`src/rtl/alu_pkg.sv`:
```
// Shared definitions for the ALU request arbiter slice.
// Flag bit positions, FSM state type and default widths.
package alu_pkg;

  localparam int ALU_W     = 4;
  localparam int ALU_SEL_W = 4;

  localparam int FLAG_C = 3;
  localparam int FLAG_Z = 2;
  localparam int FLAG_N = 1;
  localparam int FLAG_V = 0;

  typedef enum logic [1:0] {
    ST_IDLE,
    ST_EXEC,
    ST_RESP
  } state_e;

endpackage

```
`src/rtl/alu_req_arbiter_if.sv`:
```
// Request/response handshake bundle between two requesters
// and the ALU arbiter; requester i owns bit i / slice i.
interface alu_req_arbiter_if
  import alu_pkg::*;
#(
  parameter int W     = ALU_W,
  parameter int SEL_W = ALU_SEL_W
);

  logic [1:0]         req_valid;
  logic [1:0]         req_ready;
  logic [2*W-1:0]     req_a;
  logic [2*W-1:0]     req_b;
  logic [2*SEL_W-1:0] req_sel;
  logic [1:0]         rsp_valid;
  logic [1:0]         rsp_ready;
  logic [W-1:0]       rsp_result;
  logic [3:0]         rsp_flags;

  modport master (
    output req_valid, req_a, req_b,
    output req_sel, rsp_ready,
    input  req_ready, rsp_valid,
    input  rsp_result, rsp_flags
  );

  modport slave (
    input  req_valid, req_a, req_b,
    input  req_sel, rsp_ready,
    output req_ready, rsp_valid,
    output rsp_result, rsp_flags
  );

endinterface

```
`src/rtl/alu_req_arbiter_rr_arb2.sv`:
```
// Two-way round-robin grant; on a tie the requester
// that did not win last time is chosen.
module rr_arb2 (
  input  logic [1:0] req,
  input  logic       last,
  output logic [1:0] gnt,
  output logic       gnt_idx
);

  // Pick one requester, alternating on ties.
  always_comb begin
    gnt     = 2'b00;
    gnt_idx = 1'b0;
    unique case (1'b1)
      (req == 2'b11): begin
        gnt_idx = ~last;
        gnt     = last ? 2'b01 : 2'b10;
      end
      (req == 2'b01): begin
        gnt_idx = 1'b0;
        gnt     = 2'b01;
      end
      (req == 2'b10): begin
        gnt_idx = 1'b1;
        gnt     = 2'b10;
      end
      default: begin
        gnt     = 2'b00;
        gnt_idx = 1'b0;
      end
    endcase
  end

endmodule

```
`src/rtl/alu_req_arbiter.sv`:
```
// Shares one combinational ALU between two requesters:
// accept, execute for one cycle, hold the response.
module alu_req_arbiter
  import alu_pkg::*;
#(
  parameter int W     = ALU_W,
  parameter int SEL_W = ALU_SEL_W,
  parameter int CNT_W = 8
) (
  input  logic             clk,
  input  logic             rst_n,
  alu_req_arbiter_if.slave bus,
  output logic [W-1:0]     alu_a,
  output logic [W-1:0]     alu_b,
  output logic [SEL_W-1:0] alu_sel,
  input  logic [W-1:0]     alu_out,
  input  logic [3:0]       alu_flags,
  output logic             busy,
  output logic [CNT_W-1:0] op_count
);

  state_e             state_q;
  logic               last_q;
  logic               owner_q;
  logic [W-1:0]       a_q;
  logic [W-1:0]       b_q;
  logic [SEL_W-1:0]   sel_q;
  logic [W-1:0]       res_q;
  logic [3:0]         flg_q;
  logic [CNT_W-1:0]   cnt_q;
  logic [1:0]         rsp_valid_q;
  logic               busy_q;

  logic [1:0]         gnt;
  logic               gnt_idx;
  logic               accept;

  rr_arb2 u_arb (
    .req     (bus.req_valid),
    .last    (last_q),
    .gnt     (gnt),
    .gnt_idx (gnt_idx)
  );

  // Requests are only offered a grant while idle.
  always_comb begin
    bus.req_ready = 2'b00;
    if (state_q == ST_IDLE)
      bus.req_ready = gnt;
  end

  assign accept = |(bus.req_valid & bus.req_ready);

  // Single FSM: operand capture, result capture, response.
  always_ff @(posedge clk or negedge rst_n) begin
    if (!rst_n) begin
      state_q     <= ST_IDLE;
      last_q      <= 1'b1;
      owner_q     <= 1'b0;
      a_q         <= '0;
      b_q         <= '0;
      sel_q       <= '0;
      res_q       <= '0;
      flg_q       <= '0;
      cnt_q       <= '0;
      rsp_valid_q <= 2'b00;
      busy_q      <= 1'b0;
    end else begin
      unique case (state_q)
        ST_IDLE: begin
          if (accept) begin
            a_q     <= gnt_idx ? bus.req_a[2*W-1:W]
                               : bus.req_a[W-1:0];
            b_q     <= gnt_idx ? bus.req_b[2*W-1:W]
                               : bus.req_b[W-1:0];
            sel_q   <= gnt_idx
                     ? bus.req_sel[2*SEL_W-1:SEL_W]
                     : bus.req_sel[SEL_W-1:0];
            owner_q <= gnt_idx;
            last_q  <= gnt_idx;
            busy_q  <= 1'b1;
            state_q <= ST_EXEC;
          end
        end
        ST_EXEC: begin
          res_q       <= alu_out;
          flg_q       <= alu_flags;
          rsp_valid_q <= owner_q ? 2'b10 : 2'b01;
          state_q     <= ST_RESP;
        end
        ST_RESP: begin
          if (bus.rsp_ready[owner_q]) begin
            cnt_q       <= cnt_q + CNT_W'(1);
            rsp_valid_q <= 2'b00;
            busy_q      <= 1'b0;
            state_q     <= ST_IDLE;
          end
        end
        default: begin
          rsp_valid_q <= 2'b00;
          busy_q      <= 1'b0;
          state_q     <= ST_IDLE;
        end
      endcase
    end
  end

  assign alu_a          = a_q;
  assign alu_b          = b_q;
  assign alu_sel        = sel_q;
  assign bus.rsp_valid  = rsp_valid_q;
  assign bus.rsp_result = res_q;
  assign bus.rsp_flags  = flg_q;
  assign busy           = busy_q;
  assign op_count       = cnt_q;

endmodule

```
`src/flat_wrapper.sv`:
```
// flat-port wrapper written by rule: the top's interface ports become plain ports
module alu_req_arbiter_flat import alu_pkg::*;
#(
  parameter int W     = ALU_W,
  parameter int SEL_W = ALU_SEL_W,
  parameter int CNT_W = 8
)
  (clk, rst_n, alu_a, alu_b, alu_sel, alu_out, alu_flags, busy, op_count, bus_req_valid, bus_req_a, bus_req_b, bus_req_sel, bus_rsp_ready, bus_req_ready, bus_rsp_valid, bus_rsp_result, bus_rsp_flags);
  alu_req_arbiter_if #(.W(W), .SEL_W(SEL_W)) bus_i ();
  input  logic clk;
  input  logic rst_n;
  output logic [W-1:0] alu_a;
  output logic [W-1:0] alu_b;
  output logic [SEL_W-1:0] alu_sel;
  input  logic [W-1:0] alu_out;
  input  logic [3:0] alu_flags;
  output logic busy;
  output logic [CNT_W-1:0] op_count;
  input wire logic [$bits(bus_i.req_valid)-1:0] bus_req_valid;
  input wire logic [$bits(bus_i.req_a)-1:0] bus_req_a;
  input wire logic [$bits(bus_i.req_b)-1:0] bus_req_b;
  input wire logic [$bits(bus_i.req_sel)-1:0] bus_req_sel;
  input wire logic [$bits(bus_i.rsp_ready)-1:0] bus_rsp_ready;
  output wire logic [$bits(bus_i.req_ready)-1:0] bus_req_ready;
  output wire logic [$bits(bus_i.rsp_valid)-1:0] bus_rsp_valid;
  output wire logic [$bits(bus_i.rsp_result)-1:0] bus_rsp_result;
  output wire logic [$bits(bus_i.rsp_flags)-1:0] bus_rsp_flags;
  assign bus_i.req_valid = bus_req_valid;
  assign bus_i.req_a = bus_req_a;
  assign bus_i.req_b = bus_req_b;
  assign bus_i.req_sel = bus_req_sel;
  assign bus_i.rsp_ready = bus_rsp_ready;
  assign bus_req_ready = bus_i.req_ready;
  assign bus_rsp_valid = bus_i.rsp_valid;
  assign bus_rsp_result = bus_i.rsp_result;
  assign bus_rsp_flags = bus_i.rsp_flags;
  alu_req_arbiter #(.W(W), .SEL_W(SEL_W), .CNT_W(CNT_W)) u_core (.clk(clk), .rst_n(rst_n), .bus(bus_i), .alu_a(alu_a), .alu_b(alu_b), .alu_sel(alu_sel), .alu_out(alu_out), .alu_flags(alu_flags), .busy(busy), .op_count(op_count));
endmodule
```
`config.mk`:
```
export PLATFORM = sky130hd
export DESIGN_NAME = alu_req_arbiter_flat
export DESIGN_NICKNAME = d
export VERILOG_FILES = /design/src/rtl/alu_pkg.sv /design/src/rtl/alu_req_arbiter_if.sv /design/src/rtl/alu_req_arbiter_rr_arb2.sv /design/src/rtl/alu_req_arbiter.sv /design/src/flat_wrapper.sv
export SDC_FILE = /design/constraint.sdc
export NUM_CORES = 1
export LEC_CHECK = 0
export ABC_AREA = 1
export CAP_MARGIN = 20
export CORE_ASPECT_RATIO = 0.75
export CORE_UTILIZATION = 38
export DETAILED_ROUTE_END_ITERATION = 12
export PLACE_DENSITY = 0.75
export SYNTH_ARGS = -nofsm -noshare
export SYNTH_HDL_FRONTEND = slang
export SYNTH_SLANG_ARGS = --single-unit
```
`constraint.sdc`:
```
create_clock -name clk -period 1.13 [get_ports clk]
set_input_delay 0.2825 -clock clk [delete_from_list [all_inputs] [get_ports clk]]
set_output_delay 0.2825 -clock clk [all_outputs]
set_load 0.05 [all_outputs]
```
-- Word level (Yosys, flattened, before mapping)
Cells that the tools add are included.
- $lt $le $gt $ge: 1
- reduce and logical (&&, ||, !) cells: 7
- bitwise gates (word level): 4
- eq/ne operators: 7
- $add $sub $neg: 1
- multiplexer cells: 17
- operators with widths (operator ; count):
    2-bit case mux with 3 select lines ; 3
    4-bit 2-to-1 mux ; 3
    2-bit 2-to-1 mux ; 5
    8-bit by 1-bit adder with 8-bit output, second input constant ; 1
    2-bit AND reduction ; 4
    2-bit == test, second input constant ; 3
    2-bit by 1-bit == test with 1-bit output, second input constant ; 2
    1-bit 2-to-1 mux ; 4
    2-bit by 1-bit != test with 1-bit output, second input constant ; 2
    1-bit inverter ; 3
    1-bit case mux with 3 select lines ; 1
    3-bit AND reduction ; 1
    2-bit bitwise AND ; 1
    2-bit zero test ; 1
    1-bit by 2-bit less-than comparator with 1-bit output, second input constant ; 1
    1-bit case mux with 2 select lines ; 1
    2-bit OR reduction ; 1
- word-level logic and storage cells: 48
- bits in registers: 35
- output and inout port bits: 33
- input bits: 38

-- Depth between registers and ports, before layout
- depth in word-level cells: 7
- depth in mapped cells: 7
- gate-level depth less buffers: 7

-- Modules after synthesis
Synthesis repeated with hierarchy kept, for this count alone.
- cells, all modules: 201
- area, all modules: 1685.4 sq um
- by module, submodules not included (module ; times used ; cells an instance ; area an instance (sq um) ; sequential area each (sq um)):
    alu_req_arbiter ; 1 ; 195 ; 1659.1 ; 877.1
    rr_arb2 ; 1 ; 6 ; 26.3 ; 0.0

-- Worst setup path after synthesis
OpenSTA, ideal clock, no wires.
- path type: register to output
- start point: reg u_core.state_q[0]
- end point: out bus_req_ready[0]
- buffers on the path: 0
- data required time: 847 ps
- cell stages (with the launch flop): 4
- data arrival time: 1403 ps
- setup slack: -555 ps
- path through: dfrtp_1 nor2_4 nand2_1 a21oi_1
- longest elaborated chain between the ends: 2
- ends and longest elaborated chain (item ; RTL line ; RTL):
    start, declared ; alu_req_arbiter.sv:22 ; state_e state_q;
    start signal, assigned ; alu_req_arbiter.sv:57 ; state_q <= ST_IDLE;
    start signal, assigned ; alu_req_arbiter.sv:82 ; state_q <= ST_EXEC;
    start signal, assigned ; alu_req_arbiter.sv:89 ; state_q <= ST_RESP;
    2-bit zero test ; alu_req_arbiter.sv:48 ; if (state_q == ST_IDLE)
    2-bit 2-to-1 mux ; alu_req_arbiter.sv:48 ;
    end, declared ; flat_wrapper.sv:24 ; output wire logic [$bits(bus_i.req_ready)-1:0] bus_req_ready;
No other way between the ends.

-- Final worst setup path
Ends and elaborated chain as after synthesis.

==> flow_summary_export.csv <==
group,metric,value,unit
timing,hold_violations,0,
cts,clk_latency,0.29,ns
synth,syn_inst,208,
synth,syn_nets,247,
place,portBuffers,70,
synth,syn_area,1730,µm²
power,peakVddDrop,0.00180,V
final_layout,area_growth,98.6,%
final_layout,design_area,3440,µm²
die,start_util,0.412,
power,p_leak,1.69,nW
timing,worst_pin_slew,0.343,ns
timing,setup_viol,47,
die,die_h,60.5,µm
cts,cts_sinks,35,
grt,globalRouteOverflowTotal,0,
grt,globalRouteTotalUtil,0.212,
place,place_area,2960,µm²
run,drv_cap,0,
worst_setup_path,cp.required,0.85,ns
routing,drcViolationCount,0,
routing,finalWirelength,5.26,mm
cts,htreeDepth,2,
routing,drtIter0Drc,94,
routing,vias_per_cell,4.79,
timing,slew_violations,0,
die,num_rows,20,
worst_setup_path,reg2reg_setup_slack,-0.26,ns
timing,max_slew_margin,0.771,
worst_setup_path,criticalPathCategory,"reg -> out",
die,die_x,80.0,µm
worst_setup_path,worstPathArrival,1.25,ns
routing,ant_nets,0,
worst_setup_path,r2r_start,"u_core.last_q$_DFFE_PN1P_",
final_layout,drive_above_1_share,0.425,
place,dp_slack,-0.437,ns
synth,synthArstFlopShare,1.00,
timing,final.period_utilization,1.35,
synth,synth-main-ff-cell,"dfrtp_1",
final_layout,fillers,264,
run_status,status,"finished, violations left",
cts,clk_path_buf_depth,2,
final_layout,num_antenna_cells,0,
synth,synth.distinct_cells,24,
worst_setup_path,end_kind,"output pin",
worst_setup_path,worstRegToRegCells,7,
place,gp_congestion,0.807,
synth,ys_seq_area_frac,0.507,
cts,tritoncts,"done",
power,p_int,0.00580,W
final_layout,final_cell_mix,"92 x nand2_1, 36 x buf_12, 33 x clkdlybuf4s50_1, 26 x dfrtp_1, 25 x buf_4",
final_layout,final_nets,358,
synth,yosys_warnings,0,
synth,synth_seq_cells,35,
synth,synth_area_per_cell,8.33,µm²
synth,synth_edf_count,0,
die,die-area,4830,µm²
power,pwr-share-clk,0.113,
power,power.share.switching,0.444,
place,dpl.hpwl,3.15,mm
run_status,violations,"setup timing",
routing,wl_per_cell,14.0,µm
routing,dr.pass1.iters,4,
worst_setup_path,crit_fanout,3,
routing,vias,1796,
timing,finClkSkew,0.00502,ns
die,core,4200,µm²
min_path,hp-class,"in -> async",
cts,cts_buffers,5,
worst_setup_path,r2r-end,"u_core.alu_a[0]$_DFFE_PN0P_",
worst_setup_path,cp-start-kind,"flop",
grt,grt_pass1_vias,1739,
grt,grt_max_degree,25,
timing,min_period,1.53,ns
power,combPwrFrac,0.651,
cts,cts-root-buf,"clkbuf_8",
timing,rsz0062_at_grt,"yes",
cts,path_clk_slew,0.08,ns
power,seq_power_share,0.236,
grt,antenna_found_initial,0,
timing,fmax,0.653,GHz
die,io_pins,71,
power,power.switching,0.00462,W
grt,grt_pass1_wl,7.67,mm
final_layout,final_common_cell,"nand2_1",
timing,finalWorstSetupSlack,-0.400,ns
power,power_density,3030,nW/µm²
==> worst max-delay path: stages (launching register included) <==
cell,delay (ns)
dfrtp_1,0.42
nor2_4,0.16
nand2_2,0.07
a21oi_4,0.16
buf_12,0.15
==> flip-flops by register name (all words and copies together), names as in the netlist <==
name	cells
u_core.alu_b	4
u_core.owner_q	1
u_core.bus.rsp_result	4
u_core.last_q	1
u_core.op_count	8
u_core.state_q	2
u_core.alu_a	4
u_core.bus.rsp_valid	2
u_core.busy	1
u_core.alu_sel	4
u_core.bus.rsp_flags	4
==> area by class of cell <==
type	count	area [µm²]	share of cell area
repair buffers	107	1390	0.403
flip-flops and latches	35	887	0.258
clock inverters	2	35.0	0.0102
multi-input cells	146	872	0.254
inverters	24	106	0.0309
clock buffers	6	82.6	0.0240
well taps	55	68.8	0.0200
==> worst max-delay path by stage <==
stage                                       start                to  slack, ns  depth (start not counted)
global route        u_core.state_q[0]$_DFFE_PN0P_  bus_req_ready[0]      -0.46                          4
global placement                 bus_req_valid[0]  bus_req_ready[1]      -0.44                          5
floorplan           u_core.state_q[1]$_DFFE_PN0P_  bus_req_ready[0]      -0.13                          3
finish              u_core.state_q[0]$_DFFE_PN0P_  bus_req_ready[0]      -0.40                          4
CTS                     u_core.last_q$_DFFE_PN1P_  bus_req_ready[1]      -0.40                          4
detailed placement               bus_req_valid[0]  bus_req_ready[1]      -0.44                          5
==> power by group through the flow <==
| stage | Combinational [W] | Clock (W) | Sequential, W |
|---|---|---|---|
| 3_5_place_dp | 0.00584 | 0 | 0.00251 |
| 6_report | 0.00678 | 0.00118 | 0.00245 |
| 3_3_place_gp | 0.00575 | 0 | 0.00249 |
| 2_1_floorplan | 0.00154 | 0 | 0.00386 |
| 4_1_cts | 0.00633 | 0.00121 | 0.00241 |
| 5_1_grt | 0.00718 | 0.00125 | 0.00251 |
==> synth_stat cells, types with 2 or more instances <==
| cell type | n | share of area |
|---|---|---|
| inv_2 | 3 | 0.0065 |
| nor2_1 | 4 | 0.0087 |
| a21oi_1 | 2 | 0.0058 |
| nand2_2 | 3 | 0.011 |
| o211ai_1 | 6 | 0.026 |
| inv_1 | 20 | 0.043 |
| nand3_1 | 5 | 0.014 |
| o21ai_2 | 3 | 0.015 |
| nand2_1 | 106 | 0.23 |
| dfrtp_1 | 34 | 0.49 |
| xor2_1 | 2 | 0.010 |
| xnor2_1 | 2 | 0.010 |
| o211ai_2 | 7 | 0.051 |
==> kinds of logic (layout without fill, tap and decap cells) <==
logic type | Yosys count | after routing | synth area share
compound gates | 20 | 20 | 0.110
xor+xnor | 4 | 4 | 0.0202
fa+ha+maj | 1 | 1 | 0.00722
buf+inv | 28 | 139 | 0.0824
simple gates | 120 | 121 | 0.274
flops | 35 | 35 | 0.507
==> metrics by stage <==
| step | total power, W | hold WS (ns) | TNS, ns | util | cells |
|---|---|---|---|---|---|
| after global placement | 0.00825 | 0.199 | -9.34 | 0.704 | 341 |
| after detailed placement | 0.00835 | 0.201 | -10.16 | 0.704 | 341 |
| final | 0.0104 | 0.448 | -3.44 | 0.818 | 375 |
| after CTS | 0.00995 | 0.435 | -4.03 | 0.769 | 366 |
| after floorplan | 0.00540 | -0.0131 | -0.312 | - | 208 |
| after global routing | 0.0109 | 0.477 | -5.68 | 0.818 | 375 |
==> layer usage <==
metal  up-vias  track usage  routed length, µm
li1        865            -                  -
met1       847        0.267               2240
met2        73        0.353               2540
met3        11       0.0677                391
met4         0       0.0740                 83
met5         -            0                  0
==> repair_timing <==
item,4_1_cts,5_1_grt
pin swaps,4,22
cloned,1,1
resized for setup,7,35
endpoints found under the setup margin,56,61
hold buffers,1,0
setup buffers,16,10
hold endpoints to repair,11,0
No activity file was read; power rests on OpenSTA's default activity.
